File: src/rtl/phy_rx_deserializer.sv
// Per-lane serial-to-parallel receiver: hunts for COM alignment, confirms it with
// SYNC_COUNT consecutive aligned COM bytes, then delivers bytes with COM treated as idle fill.
module phy_rx_deserializer #(
  parameter logic [7:0]  COM        = 8'hBC,
  parameter int unsigned SYNC_COUNT = 4
) (
  input  logic       clk32f,
  input  logic       reset,
  input  logic       data_in,
  output logic [7:0] data_out,
  output logic       valid_out,
  output logic       byte_strobe,
  output logic       active
);

  localparam logic [3:0] SyncTarget = 4'(SYNC_COUNT);

  typedef enum logic [1:0] {StHunt, StSync, StActive} state_e;

  state_e     state_q, state_d;
  logic [6:0] sr_q, sr_d;
  logic [2:0] bit_cnt_q, bit_cnt_d;
  logic [3:0] com_cnt_q, com_cnt_d;
  logic [7:0] data_q, data_d;
  logic       valid_q, valid_d;
  logic       strobe_q, strobe_d;
  logic       active_q, active_d;

  logic [7:0] win;
  logic       is_com;
  logic       boundary;
  logic [3:0] com_inc;

  // Window includes the bit being sampled this cycle.
  assign win      = {sr_q, data_in};
  assign is_com   = (win == COM);
  assign boundary = (bit_cnt_q == 3'd7);
  assign com_inc  = com_cnt_q + 4'd1;

  always_comb begin
    state_d   = state_q;
    sr_d      = win[6:0];
    bit_cnt_d = bit_cnt_q + 3'd1;
    com_cnt_d = com_cnt_q;
    data_d    = data_q;
    valid_d   = valid_q;
    strobe_d  = 1'b0;

    unique case (state_q)
      StHunt: begin
        bit_cnt_d = 3'd0;
        if (is_com) begin
          if (SyncTarget == 4'd1) begin
            state_d = StActive;
          end else begin
            state_d   = StSync;
            com_cnt_d = 4'd1;
          end
        end
      end
      StSync: begin
        if (boundary) begin
          if (is_com) begin
            com_cnt_d = com_inc;
            if (com_inc == SyncTarget) state_d = StActive;
          end else begin
            state_d   = StHunt;
            com_cnt_d = 4'd0;
          end
        end
      end
      StActive: begin
        if (boundary) begin
          strobe_d = 1'b1;
          if (is_com) begin
            valid_d = 1'b0;
          end else begin
            data_d  = win;
            valid_d = 1'b1;
          end
        end
      end
      default: state_d = StHunt;
    endcase

    active_d = (state_d == StActive);
  end

  always_ff @(posedge clk32f) begin
    if (!reset) begin
      state_q   <= StHunt;
      sr_q      <= 7'd0;
      bit_cnt_q <= 3'd0;
      com_cnt_q <= 4'd0;
      data_q    <= 8'h00;
      valid_q   <= 1'b0;
      strobe_q  <= 1'b0;
      active_q  <= 1'b0;
    end else begin
      state_q   <= state_d;
      sr_q      <= sr_d;
      bit_cnt_q <= bit_cnt_d;
      com_cnt_q <= com_cnt_d;
      data_q    <= data_d;
      valid_q   <= valid_d;
      strobe_q  <= strobe_d;
      active_q  <= active_d;
    end
  end

  assign data_out    = data_q;
  assign valid_out   = valid_q;
  assign byte_strobe = strobe_q;
  assign active      = active_q;

endmodule

File: config.mk
export PLATFORM = sky130hd
export DESIGN_NAME = phy_rx_deserializer
export DESIGN_NICKNAME = d
export VERILOG_FILES = /design/src/rtl/phy_rx_deserializer.sv
export SDC_FILE = /design/constraint.sdc
export NUM_CORES = 1
export LEC_CHECK = 0
export BUFFER_PORTS_ARGS = -buffer_cell sky130_fd_sc_hd__buf_2
export CORE_UTILIZATION = 58
export DETAILED_ROUTE_END_ITERATION = 10
export PLACE_DENSITY = 0.8
export SYNTH_ARGS = -nofsm -noshare
export SYNTH_HDL_FRONTEND = slang
export SYNTH_SLANG_ARGS = --single-unit
File: constraint.sdc
create_clock -name clk32f -period 5.35 [get_ports clk32f]
set_input_delay 0.535 -clock clk32f [delete_from_list [all_inputs] [get_ports clk32f]]
set_output_delay 0.535 -clock clk32f [all_outputs]
set_load 0.01 [all_outputs]
==> out/qor.txt <==
relative slew slack -> 76.0%
vias in the first global route -> 618
Critical Path RT -> 5.60 ns
GRT Util Overall -> 18.4%
Fill cells -> 158
Worst Skew -> 0.0103 ns
Util after Layout -> 66.7%
Peak Freq -> 0.558 GHz
CP delay by family, top -> simple AND/OR/NAND/NOR gates
most common cell in the netlist -> dfxtp_1
Synth area leader -> dfxtp_1
final wirelength -> 1.63 mm
R2R Setup Slk -> 3.56 ns
fin crit period -> 1.79 ns
Post-synth top cells -> dfxtp_1 (27), nor2b_1 (10), mux2i_1 (8)
register area share after synthesis -> 50.9%
PD cells -> 255 mW/mm^2
Unique masters post-synth -> 33
unrepaired setup endpoints after global routing -> no
Max IR drop VDD -> 0.215 mV
Vias -> 722
reg2reg start -> bit_cnt_q[0]
die area -> 0.00200 mm^2
Final setup viols -> 0
Die Y-Extent -> 44.8 um
Syn. warnings -> 0
CTS Sinks -> 27
crit path capture type -> flip-flop
worst slew pin tran -> 0.360 ns
worst skew pair latency -> 0.32 ns
Top FF cell, synth -> dfxtp_1
CP arrival -> 2.05 ns
Syn Nets -> 108
Cells after Synth -> 102
I/O pin cnt -> 14
Yosys top cell area share -> 50.9%
Yosys reg bits -> 27
maximum fanout along the worst path -> 7
Diodes inserted -> 0
first-pass GRT wire length -> 2.60 mm
Area growth syn-to-layout -> 8.61%
routability-driven placement congestion ratio -> 0.797
Slew Viols, Final -> 0
Gates resized, CTS repair -> 0
clk root buf -> clkbuf_4
TritonRoute pass-1 iters -> 4
static leakage -> 0.462 nW
status -> complete, no violations
Setup CP Type -> reg -> reg
hold depth -> 1
Mapped Area -> 0.00106 mm^2
Worst setup endpoint -> com_cnt_q[1]
pin count of the biggest net entering global routing -> 28
CTS Buffer Depth -> 2
CORE AREA -> 0.00173 mm^2
Hold WC Path Type -> reg -> reg
critical path's slowest cell -> dfxtp_1
share of cells above drive strength 1 -> 18.6%
cell count of the worst reg-to-reg path -> 6
Synth Area per Inst -> 10.4 um^2
Post-synth ARST share -> 0%
drc violations -> 0
Post-CTS Setup Inserts -> 0
row count -> 15
GRT overflow -> 0
initial antenna violation count -> 0
CP dominant cell by count -> ha_1
TNS Setup -> 0 ns
final hold violation count -> 0
max_cap viols -> 0
Via density -> 5.23
DP HPWL -> 1.14 mm
FF-to-FF End -> com_cnt_q[1]
buffers added on ports -> 13
drt first-iter violations -> 10
crit path cell chain -> ha_1 > ha_1 > nand2_1 > or2_2 > or3_1 > a21boi_1
EDFF count, synth -> 0
Worst-path clk slew -> 0.13 ns
start point of the critical path -> bit_cnt_q[0]
# hold bufs at CTS -> 0
nets@finish -> 120
CP peak stage delay -> 0.36 ns
Initial Utilization -> 61.4%
Post-DRT Antenna Nets -> 0
Buf/Inv on CP -> 0
H-tree levels -> 1
Die Wd -> 44.8 um
DR WL/cell -> 11.8 um
Num CTS Buffers -> 3
CTS tree -> built
largest cells by area after synthesis -> dfxtp_1 (51%), mux2i_1 (7.5%), nor2b_1 (5.9%)
fin crit share -> 33.5%
CP Launch Type -> flip-flop
stages on the worst setup path -> 6
## cells in the final DEF (no fill, tap or decap), types with 2 or more instances in the layout
cell type and instances:
dfxtp_1 27, buf_2 13, nor2b_1 10, mux2i_1 8, and2_1 6, nand2_1 5, a21oi_1 3, and3_1 3
or3_1 3, o21a_1 3, ha_1 3, clkbuf_4 3, or4_1 2, or2_2 2, inv_1 2, o211ai_1 2
a21boi_1 2
## routing by layer
layer / part of all wire [%] / global-route usage, %
met1: 50 / 23.0
met2: 45 / 28.5
met3: 3.1 / 4.80
met4: 2.5 / 10.9
met5: 0 / 0
## registers in the layout, indices dropped and copies added (netlist names)
signal       cells
bit_cnt_q        3
sr_q             7
byte_strobe      1
data_out         8
state_q          2
active           1
valid_out        1
com_cnt_q        4
## worst min-delay path by stage
stage | from | endpoint
after floorplan | bit_cnt_q[0] | bit_cnt_q[0]
after global placement | bit_cnt_q[0] | bit_cnt_q[0]
after detailed placement | bit_cnt_q[0] | bit_cnt_q[0]
after CTS | data_in | sr_q[0]
after global routing | data_in | sr_q[0]
final | bit_cnt_q[0] | bit_cnt_q[0]
## stage by stage
step	instance area (um^2)	hold WS, ns	setup slack [ns]	std cells	total power, mW
6_report	1150	0.433	3.56	138	0.294
5_1_grt	1150	0.431	3.44	138	0.305
4_1_cts	1150	0.436	3.56	138	0.298
3_5_place_dp	1130	0.423	3.38	134	0.213
3_3_place_gp	1130	0.406	3.44	134	0.213
2_1_floorplan	1060	0.397	3.58	102	0.211
## where the power goes
part | switching, mW | internal [mW]
combinational | 0.00291 | 0.00279
clock | 0.0562 | 0.0292
sequential | 0.000792 | 0.202
## area by class of cell
type | instances | area [um^2] | share of cell area, %
clock buffers | 4 | 26.3 | 2.28
repair buffers | 13 | 65.1 | 5.65
well taps | 25 | 31.3 | 2.71
flip-flops and latches | 27 | 541 | 46.9
multi-input cells | 67 | 482 | 41.8
inverters | 2 | 7.51 | 0.651
## cells by family (layout without fill, tap and decap cells)
logic type	count (synthesis)	after routing	share of synthesized area, %
AOI/OAI and AO/OA	15	15	10.5
xor gates and xnor gates	1	1	0.826
adders and majority gates	3	3	3.54
buffers and inverters	8	19	3.65
DFF	27	27	50.9
muxes	8	8	7.55
and+or+nand+nor	40	40	23.0
Note: power is estimated with default switching activity, not from simulation.
